$ cat src/rtl/id_ex_stage.sv
// id_ex_stage: instruction decode and ID/EX pipeline register with load-use
// stall sequencing, downstream hold and early branch resolution.
module id_ex_stage #(
  parameter int XLEN     = 32,
  parameter int LOAD_LAT = 1,
  parameter bit BNE_EN   = 1'b1
) (
  input  logic            clock,
  input  logic            reset,
  input  logic            in_valid,
  input  logic [31:0]     instruction,
  input  logic [XLEN-1:0] pc_in,
  input  logic [XLEN-1:0] rs1_data,
  input  logic [XLEN-1:0] rs2_data,
  input  logic            ex_hold,
  output logic            pc_load,
  output logic            if_id_load,
  output logic            if_id_flush,
  output logic            branch_taken,
  output logic [XLEN-1:0] branch_target,
  output logic            ex_valid,
  output logic            ex_mem_re,
  output logic            ex_mem_we,
  output logic            ex_reg_write,
  output logic            ex_branch,
  output logic [1:0]      ex_alu_op,
  output logic [4:0]      ex_rd,
  output logic [9:0]      ex_funct,
  output logic [XLEN-1:0] ex_rs1,
  output logic [XLEN-1:0] ex_rs2,
  output logic [XLEN-1:0] ex_imm,
  output logic [XLEN-1:0] ex_pc
);

  localparam logic [6:0] OP_R      = 7'b0110011;
  localparam logic [6:0] OP_IALU   = 7'b0010011;
  localparam logic [6:0] OP_LOAD   = 7'b0000011;
  localparam logic [6:0] OP_STORE  = 7'b0100011;
  localparam logic [6:0] OP_BRANCH = 7'b1100011;
  localparam logic [1:0] STALL_INIT = 2'(LOAD_LAT - 1);

  typedef enum logic [1:0] {
    ST_RUN    = 2'd0,
    ST_LSTALL = 2'd1,
    ST_HOLD   = 2'd2
  } stageState_t;

  stageState_t r_state;
  stageState_t r_savedState;
  logic [1:0]  r_stallCnt;

  logic            r_exValid, r_exMemRe, r_exMemWe, r_exRegWrite, r_exBranch;
  logic [1:0]      r_exAluOp;
  logic [4:0]      r_exRd;
  logic [9:0]      r_exFunct;
  logic [XLEN-1:0] r_exRs1, r_exRs2, r_exImm, r_exPc;

  logic [6:0]      w_opcode;
  logic [2:0]      w_funct3;
  logic [4:0]      w_rs1Idx, w_rs2Idx, w_rdIdx;
  logic [XLEN-1:0] w_immI, w_immS, w_immB;
  logic            w_decValid, w_decMemRe, w_decMemWe, w_decRegWrite, w_decBranch;
  logic            w_usesRs2;
  logic [1:0]      w_decAluOp;
  logic [XLEN-1:0] w_decImm;
  logic            w_hazard, w_issue, w_brCond;
  stageState_t     w_resumeState;

  assign w_opcode = instruction[6:0];
  assign w_funct3 = instruction[14:12];
  assign w_rs1Idx = instruction[19:15];
  assign w_rs2Idx = instruction[24:20];
  assign w_rdIdx  = instruction[11:7];
  assign w_immI   = {{(XLEN-12){instruction[31]}}, instruction[31:20]};
  assign w_immS   = {{(XLEN-12){instruction[31]}}, instruction[31:25], instruction[11:7]};
  assign w_immB   = {{(XLEN-13){instruction[31]}}, instruction[31], instruction[7],
                     instruction[30:25], instruction[11:8], 1'b0};

  // Opcode decode into control bits; anything unrecognised or not valid is a bubble
  always_comb begin
    w_decValid    = 1'b0;
    w_decMemRe    = 1'b0;
    w_decMemWe    = 1'b0;
    w_decRegWrite = 1'b0;
    w_decBranch   = 1'b0;
    w_decAluOp    = 2'b00;
    w_decImm      = '0;
    w_usesRs2     = 1'b0;
    case (w_opcode)
      OP_R: begin
        w_decValid = 1'b1; w_decRegWrite = 1'b1; w_decAluOp = 2'b10; w_usesRs2 = 1'b1;
      end
      OP_IALU: begin
        w_decValid = 1'b1; w_decRegWrite = 1'b1; w_decAluOp = 2'b10; w_decImm = w_immI;
      end
      OP_LOAD: begin
        w_decValid = 1'b1; w_decMemRe = 1'b1; w_decRegWrite = 1'b1; w_decImm = w_immI;
      end
      OP_STORE: begin
        w_decValid = 1'b1; w_decMemWe = 1'b1; w_decImm = w_immS; w_usesRs2 = 1'b1;
      end
      OP_BRANCH: begin
        w_decValid = 1'b1; w_decBranch = 1'b1; w_decAluOp = 2'b01; w_decImm = w_immB;
        w_usesRs2 = 1'b1;
      end
      default: ;
    endcase
    if (!in_valid) begin
      w_decValid    = 1'b0;
      w_decMemRe    = 1'b0;
      w_decMemWe    = 1'b0;
      w_decRegWrite = 1'b0;
      w_decBranch   = 1'b0;
      w_decAluOp    = 2'b00;
      w_decImm      = '0;
    end
  end

  // Branch condition from the register-file operands
  always_comb begin
    w_brCond = 1'b0;
    case (w_funct3)
      3'b000:  w_brCond = (rs1_data == rs2_data);
      3'b001:  w_brCond = BNE_EN && (rs1_data != rs2_data);
      default: w_brCond = 1'b0;
    endcase
  end

  // A load in EX whose destination feeds this instruction forces a bubble
  assign w_hazard = r_exValid & r_exMemRe & (r_exRd != 5'd0) &
                    ((r_exRd == w_rs1Idx) | ((r_exRd == w_rs2Idx) & w_usesRs2)) & in_valid;

  // Leaving HOLD behaves as the state that was interrupted, in the same cycle
  assign w_resumeState = (r_state == ST_HOLD) ? r_savedState : r_state;
  assign w_issue       = ~ex_hold & (w_resumeState == ST_RUN) & ~w_hazard;

  assign pc_load       = reset & w_issue;
  assign if_id_load    = reset & w_issue;
  assign branch_taken  = reset & w_issue & w_decBranch & w_brCond;
  assign if_id_flush   = branch_taken;
  assign branch_target = reset ? (pc_in + w_decImm) : '0;

  // Stall sequencer: hold freezes everything, load-use counts down bubbles
  always_ff @(posedge clock or negedge reset) begin
    if (!reset) begin
      r_state      <= ST_RUN;
      r_savedState <= ST_RUN;
      r_stallCnt   <= 2'd0;
    end else if (ex_hold) begin
      if (r_state != ST_HOLD) r_savedState <= r_state;
      r_state <= ST_HOLD;
    end else if (w_resumeState == ST_LSTALL) begin
      r_stallCnt <= (r_stallCnt != 2'd0) ? (r_stallCnt - 2'd1) : 2'd0;
      r_state    <= (r_stallCnt <= 2'd1) ? ST_RUN : ST_LSTALL;
    end else if (w_hazard) begin
      r_stallCnt <= STALL_INIT;
      r_state    <= (LOAD_LAT > 1) ? ST_LSTALL : ST_RUN;
    end else begin
      r_state <= ST_RUN;
    end
  end

  // ID/EX register: frozen on hold, decoded word on issue, otherwise a bubble
  always_ff @(posedge clock or negedge reset) begin
    if (!reset) begin
      r_exValid <= 1'b0; r_exMemRe <= 1'b0; r_exMemWe <= 1'b0;
      r_exRegWrite <= 1'b0; r_exBranch <= 1'b0; r_exAluOp <= 2'b00;
      r_exRd <= 5'd0; r_exFunct <= 10'd0;
      r_exRs1 <= '0; r_exRs2 <= '0; r_exImm <= '0; r_exPc <= '0;
    end else if (!ex_hold) begin
      r_exValid    <= w_issue & w_decValid;
      r_exMemRe    <= w_issue & w_decMemRe;
      r_exMemWe    <= w_issue & w_decMemWe;
      r_exRegWrite <= w_issue & w_decRegWrite;
      r_exBranch   <= w_issue & w_decBranch;
      r_exAluOp    <= (w_issue & w_decValid) ? w_decAluOp : 2'b00;
      r_exRd       <= (w_issue & w_decValid) ? w_rdIdx : 5'd0;
      r_exFunct    <= (w_issue & w_decValid) ? {instruction[31:25], w_funct3} : 10'd0;
      r_exRs1      <= (w_issue & w_decValid) ? rs1_data : '0;
      r_exRs2      <= (w_issue & w_decValid) ? rs2_data : '0;
      r_exImm      <= (w_issue & w_decValid) ? w_decImm : '0;
      r_exPc       <= (w_issue & w_decValid) ? pc_in : '0;
    end
  end

  assign ex_valid     = r_exValid;
  assign ex_mem_re    = r_exMemRe;
  assign ex_mem_we    = r_exMemWe;
  assign ex_reg_write = r_exRegWrite;
  assign ex_branch    = r_exBranch;
  assign ex_alu_op    = r_exAluOp;
  assign ex_rd        = r_exRd;
  assign ex_funct     = r_exFunct;
  assign ex_rs1       = r_exRs1;
  assign ex_rs2       = r_exRs2;
  assign ex_imm       = r_exImm;
  assign ex_pc        = r_exPc;

endmodule

$ cat config.mk
export PLATFORM = sky130hd
export DESIGN_NAME = id_ex_stage
export DESIGN_NICKNAME = d
export VERILOG_FILES = /design/src/rtl/id_ex_stage.sv
export SDC_FILE = /design/constraint.sdc
export NUM_CORES = 1
export LEC_CHECK = 0
export CORE_MARGIN = 3
export CORE_UTILIZATION = 40
export CTS_BUF_LIST = sky130_fd_sc_hd__clkbuf_8 sky130_fd_sc_hd__clkbuf_16
export CTS_CLUSTER_DIAMETER = 200
export DETAILED_ROUTE_END_ITERATION = 10
export PLACE_DENSITY = 0.75
export SETUP_SLACK_MARGIN = 0.5
export SLEW_MARGIN = 20
export SYNTH_ARGS = -nofsm -noshare
export SYNTH_HDL_FRONTEND = slang
export SYNTH_SLANG_ARGS = --single-unit
export TNS_END_PERCENT = 20
$ cat constraint.sdc
create_clock -name clock -period 5.05 [get_ports clock]
set_input_delay 0.7575 -clock clock [delete_from_list [all_inputs] [get_ports clock]]
set_output_delay 0.7575 -clock clock [all_outputs]
set_load 0.1 [all_outputs]
==> summary.md <==
| Metric | Value |
|---|---|
| Post-synthesis mux area share | `0.823%` |
| Die area | `approximately 21000 um^2` |
| Initial Utilization | `a little over 40%` |
| Min Tclk post-route | `approximately 5000 ps` |
| Cell area after layout | `13200 um^2` |
| Worst setup EP type | `primary output` |
| Initial DRC count | `612` |
| Clock Sinks | `roughly 140` |
| Ys Warns | `0` |
| Cells after Synth | `~770` |
| Hold_buf cts | `0` |
| Area growth from synthesis to layout | `66.5%` |
| Post-Synth Simple-Gate Area | `approximately 12%` |
| Worst-skew pair later-pin latency | `~420 ps` |
| TritonCTS Buffers | `17` |
| Synth Area in Adders | `4.91%` |
| Post-synth top area share | `between 40% and 50%` |
| PwrDens | `around 230 nW/um^2` |
| Synthesis-stage register bit count | `about 140` |
| Max Slew Vio Count | `0` |
| Post-synth EDFFs | `0` |
| Final WL | `roughly 29000 um` |
| Routed length per instance | `just over 20 um` |
| Failing checks | `setup timing` |
| Setup crit start kind | `primary input` |
| Clock buffer depth | `2` |
| Leak pwr | `5.84 nW` |
| Final WS setup | `-72.4 ps` |
| Hold Vio Cnt, Final | `0` |
| Final nets | `1300` |
| Via density | `around 5.5` |
| Die Ht | `about 150 um` |
| Seq/Total Area, Yosys | `a little over two fifths` |
| Slew @ Worst Pin | `approximately 1100 ps` |
| Vias in the first global route | `7963` |
| DP HPWL | `21300 um` |
| Ys async rst share | `between 90% and 100%` |
| Placer congestion estimate | `between 0.8 and 0.9` |
| Fin Setup TNS | `-252 ps` |
| I/O Buffers | `about 320` |
| TritonRoute pass-1 iters | `5` |
| GRT overflow | `0` |
| Core outline area | `between 15000 and 20000 um^2` |
| Post-Syn Area per Cell | `slightly above 10 um^2` |
| Top-count cell post-synth | `dfrtp_1` |
| Main combinational cell family by area after synthesis | `compound AO/OA/AOI/OAI gates` |
| Number of max-cap violations | `0` |
| Total global routing track utilization | `between 20% and 30%` |
| Period Utilization, post-route | `101%` |
| Width of the die | `between 100 and 150 um` |
| Clock Skew | `9.92 ps` |
| Crit-path max FO | `5` |
| Fillers | `about 1400` |
| Antenna violations before repair | `2` |
| H-tree levels | `4` |
| Top Ports | `about 320` |
| Synth Area in Compound Gates | `between 20% and 30%` |
| RSZ-0062 raised after global routing | `yes` |
| Detail Route Antenna Nets | `0` |
| Status | `complete, but fails checks` |
| Area contributors post-synth | `dfrtp_1 43%, a22o_1 14%, xor2_1 5.2%, ha_1 4.3%, a21oi_1 2.5%` |
| Synth area leader | `dfrtp_1` |
| Net Count, Synth | `roughly 930` |
| Root buffer cell | `clkbuf_16` |
| Instance area after placement | `about 12000 um^2` |
| CTS clk-pin slew, worst paths | `70 ps` |
| Worst path arrival time | `about 4400 ps` |
| Largest net degree at the start of global routing | `roughly 100` |
| Final count of negative-setup-slack endpoints | `5` |
| Critical Path RT | `approximately 4300 ps` |
| Hold Crit Class | `in -> async` |
| Max Clock Freq | `slightly below 200 MHz` |
| Setup CP Type | `in -> out` |
| Post-Synth XOR/XNOR Area | `under 10%` |
| Peak VDD IR | `between 0.2 and 0.25 mV` |
| Via count | `roughly 7800` |
| Share of cells above drive strength 1 | `a little over a fifth` |
| Residual DRC | `0` |
| Slew HR | `~28%` |
| Cell row count | `50` |
| Mapped Area | `between 7000 and 8000 um^2` |
| First-pass GRT wire length | `~45000 um` |
| CTS tree | `built` |
| Synth cell types | `74` |
| Commonest cells in the netlist | `137 x dfrtp_1, 129 x a22o_1, 50 x nor2_1` |
| Top_reg_cell synth | `dfrtp_1` |
worst max-delay path, cell delays in order:
cell             delay (ps)
clkdlybuf4s15_2         220
buf_4                   160
nor3_4                  240
a32oi_2                 100
nor2b_2                 230
ha_2                    250
fa_2                    260
nand3_4                 110
a21o_4                  260
a31oi_4                 210
buf_6                   140
o32ai_2                 100
o31ai_4                 290
maj3_2                  250
maj3_2                  210
a31oi_1                  80
buf_4                   150
nor3_4                  140
buf_12                  200
worst paths after layout:
kind                                start                end  slack (ps)  cells after the start
max                        instruction[5]  branch_target[14]         -70                     19
min                                 reset          ex_rs1[5]         230                      1
max reg2reg                      ex_rd[1]         ex_rs2[11]        2250                      9
min reg2reg                 r_stallCnt[0]      r_stallCnt[0]         470                      1
max in group asynchronous           reset          ex_branch        3590                      2
min in group clock          r_stallCnt[0]      r_stallCnt[0]         470                      1
logic make-up (layout without fill, tap and decap cells):
kind of cell               after synthesis  in the layout
other                                    0              1
buffers and inverters                   84            466
muxes                                    6              6
DFF                                    137            137
AOI/OAI and AO/OA                      266            266
xor gates and xnor gates                67             67
adders and majority gates               31             31
and+or+nand+nor                        180            180
where the power goes:
group          switching [mW]  internal (mW)
logic                   0.404          0.255
registers             0.00606           1.11
clock network           0.552          0.749
area by class of cell:
| class | instances | area [um^2] | area share [%] |
|---|---|---|---|
| diodes | 1 | 2.50 | 0.0190 |
| inverters | 16 | 63.8 | 0.485 |
| clock inverters | 15 | 181 | 1.38 |
| well taps | 260 | 325 | 2.47 |
| clock buffers | 17 | 425 | 3.23 |
| repair buffers | 418 | 4200 | 31.9 |
| flip-flops and latches | 137 | 3430 | 26.1 |
| multi-input cells | 550 | 4530 | 34.4 |
timing repair:
action / CTS / global route
pin swaps: 41 / 16
gates cloned: 0 / 0
resized for setup: 57 / 9
endpoints found under the hold margin: 0 / 0
setup buffers: 11 / 3
setup endpoints to repair: 25 / 24
placed cells by master, fill, tap and decap left out, drive strengths merged, types with 4 or more instances in the layout:
master,n
clkdlybuf4s50,270
buf,143
dfrtp,137
a22o,129
nor2,50
xor2,47
a21oi,40
nand2,31
ha,27
inv,23
o21ai,21
xnor2,20
and2,18
clkbuf,17
a21o,16
nor3,13
nor4,10
nand4,9
nand3,9
o21a,8
nand2b,8
a31oi,8
and3,8
o2111ai,5
mux2i,5
nor2b,5
a211oi,5
o211ai,4
dlygate4sd2,4
metrics by stage:
step / hold WS (ps) / setup WS (ps) / power, mW / utilization [%] / instances
after floorplan: 441 / -378 / 1.47 / - / 771
after global placement: 454 / -390 / 1.77 / 64.1 / 1367
after detailed placement: 461 / -473 / 1.78 / 64.1 / 1367
after CTS: 229 / 91.4 / 3.08 / 68.6 / 1410
after global routing: 243 / -237 / 3.18 / 69.0 / 1414
final: 234 / -72.4 / 3.07 / 69.0 / 1414
flip-flops by register name (all words and copies together), names as in the netlist:
signal	cells
ex_rs1	32
r_stallCnt	2
ex_imm	13
ex_valid	1
ex_funct	10
ex_alu_op	2
ex_rd	5
ex_pc	32
r_savedState	2
ex_branch	1
ex_mem_re	1
ex_reg_write	1
ex_mem_we	1
ex_rs2	32
r_state	2
metal layers:
layer,vias to the layer above,GRT usage [%],part of all wire (%)
met5,-,0,0.045
li1,3616,-,-
met3,44,5.37,6.0
met1,3857,34.7,42
met4,2,8.28,2.4
met2,283,44.5,49
(Power assumes the default switching activity.)
==> patch, RTL diff (same settings) <==
Change the parameter `XLEN` from 32 to 40.
--- a/src/rtl/id_ex_stage.sv
+++ b/src/rtl/id_ex_stage.sv
@@ -1,7 +1,7 @@
 // id_ex_stage: instruction decode and ID/EX pipeline register with load-use
 // stall sequencing, downstream hold and early branch resolution.
 module id_ex_stage #(
-  parameter int XLEN     = 32,
+  parameter int XLEN     = 40,
   parameter int LOAD_LAT = 1,
   parameter bit BNE_EN   = 1'b1
 ) (
Interface: changed (8 resized); port bits go from 318 to 382. No check against the original RTL was run, so the function may have changed too.
==> patch against the unedited design <==
  * The flow still finishes with violations (setup timing)
  * Synthesized cell count increased by 24%
  * Maximum frequency decreased by 0.91%
  * Final area increased by 21%
  * Global-route usage increased by 1.3 points
  * Sequential cell count increased by 24
  * Total power increased by 11%
  * Critical path depth unchanged
  * Worst setup slack got worse by 0.047 ns
  * Wire length increased by 26%
  * Area after synthesis increased by 20%
  * Cell count increased by 24%
  * First-iteration DRC count decreased by 9.3%
  * Die area increased by 19%
  * Critical endpoint is now branch_target[36]
  * Largest power group is now registers
  * Highest routed layer is now met4
==> patch: results (changes against the unedited design) <==
* Final net count: 1617 (+24%)
* P_comb: 0.822 mW (+25%)
- Critical path's slowest cell: maj3_1
- The final reports fail on setup timing.
- Wire length of the first global-routing pass: 56500 um (+24%)
* Reg-to-reg slack, setup: 2.30 ns (+0.05 ns)
- VDD IR-drop max: 0.206 mV (-16%)
* Arrival time worst endpoint: 4.41 ns (+0.05 ns)
* Worst-path maximum fanout: 3 (-2)
- The number of buffers inserted by port buffering came to 381 (+20%).
- The number of cells produced by synthesis is 956 (+24%).
- The summed negative setup slack over all endpoints was -0.531 ns (-0.279 ns).
- Combinational power share: 24.0% (+2.6 points)
* Leakage dissipation: 7.06 nW (+21%)
- The actual slew at the worst max-slew pin is 1.11 ns (+0.0441 ns).
- The routed wirelength normalized by instance count was 20.8 um (+1.6%).
* Cell Count Post-Placement: 1711 (+25%)
* Met1 Track Usage GR: 37.0% (+2.4 points)
* Vias after detailed routing: 9640 (+24%)
- Fin Clk Skew: 0.0183 ns (+0.00838 ns)
- The commonest cells after synthesis are dfrtp_1 (161), a22o_1 (143), xnor2_1 (72), nand2_1 (69), a21oi_1 (63).
- Worst reg2reg path startpoint: ex_rd[0]
* GR Util All Layers: 27.9% (+1.3 points)
* Setup WS post-layout: -0.120 ns (-0.0471 ns)
- Count of endpoints failing setup in the final report: 12 (+7)
- Fraction of met2 tracks used by global routing: 44.9% (+0.32 points)
- Number of distinct library cell variants in the gate-level netlist after synthesis: 61 (-18%)
- Status: finished, violations left
- The sum of net half-perimeters after detailed placement came to 27500 um (+29%).
* Final worst hold slack: 0.397 ns (+0.163 ns)
* Maximum number of pins on one net before global-route repair: 117 (+18%)
- Yosys attributes the largest share of cell area to dfrtp_1 (43%), a22o_1 (13%), xnor2_1 (6.7%).
* Slowest cell delay on critical path: 0.38 ns (+0.09 ns)
- Critical register-to-register path endpoint: ex_rs2[16]
* Fraction of layout instances using a drive strength above 1: 23.1% (+1.4 points)
* Met3 Use GR: 5.53% (+0.16 points)
* Weighted congestion at the end of routability-driven global placement: 0.944 (+5.0%)
- Post-Syn Nets: 1146 (+23%)
- The fill cell total of the finished layout was 1722 (+20%).
- The DRC marker count from the first detailed-route iteration is 555 (-9.3%).
* Total cell area at the placement stage: 0.0149 sq mm (+22%)
## patch: repair_timing
item / CTS / global route
gates resized for setup: 87 / 35
buffers inserted: 4 / 6
setup endpoints to repair: 36 / 34
hold buffers: 0 / 0
pin swaps: 24 / 24
## patch: logic make-up (layout without fill, tap and decap cells)
family                   Yosys count  in the layout  share of synthesized area (%)
AO/OA/AOI/OAI                    325            325                           25.2
AND/OR/NAND/NOR                  238            238                           13.2
flip-flops                       161            161                           42.6
buffers and inverters            104            587                           5.53
XOR/XNOR                          84             84                           7.78
adder cells (fa/ha/maj)           37             37                           4.90
multiplexers                       7              7                          0.741
other                              0              3                              0
## patch: layout make-up
type	instances	area, sq um	share of cell area (%)
clock buffers	17	425	2.66
multi-input cells	691	5450	34.1
well taps	313	392	2.45
repair buffers	539	5440	34.1
diodes	3	7.51	0.0470
inverters	17	67.6	0.423
clock inverters	14	158	0.987
flip-flops and latches	161	4030	25.2
## patch: metal layers
metal | vias to the layer above | routed length (um)
li1 | 4450 | -
met1 | 4724 | 15600
met2 | 382 | 17400
met3 | 84 | 2100
met4 | 0 | 1350
met5 | - | 0
## patch: worst max-delay path by stage
stage                   start                end  slack, ns  cells after the start
2_1_floorplan  instruction[5]  branch_target[35]      -0.49                     18
3_3_place_gp   instruction[5]  branch_target[38]      -0.70                     20
3_5_place_dp   instruction[5]  branch_target[38]      -0.80                     22
4_1_cts        instruction[3]  branch_target[26]      -0.08                     21
5_1_grt        instruction[2]  branch_target[30]      -0.27                     22
6_report       instruction[2]  branch_target[36]      -0.12                     19
## patch: stage by stage
step	utilization [%]	worst slack, ns
5_1_grt	69.7	-0.271
4_1_cts	68.9	-0.0800
6_report	69.7	-0.120
3_3_place_gp	65.2	-0.698
3_5_place_dp	65.2	-0.796
2_1_floorplan	-	-0.488
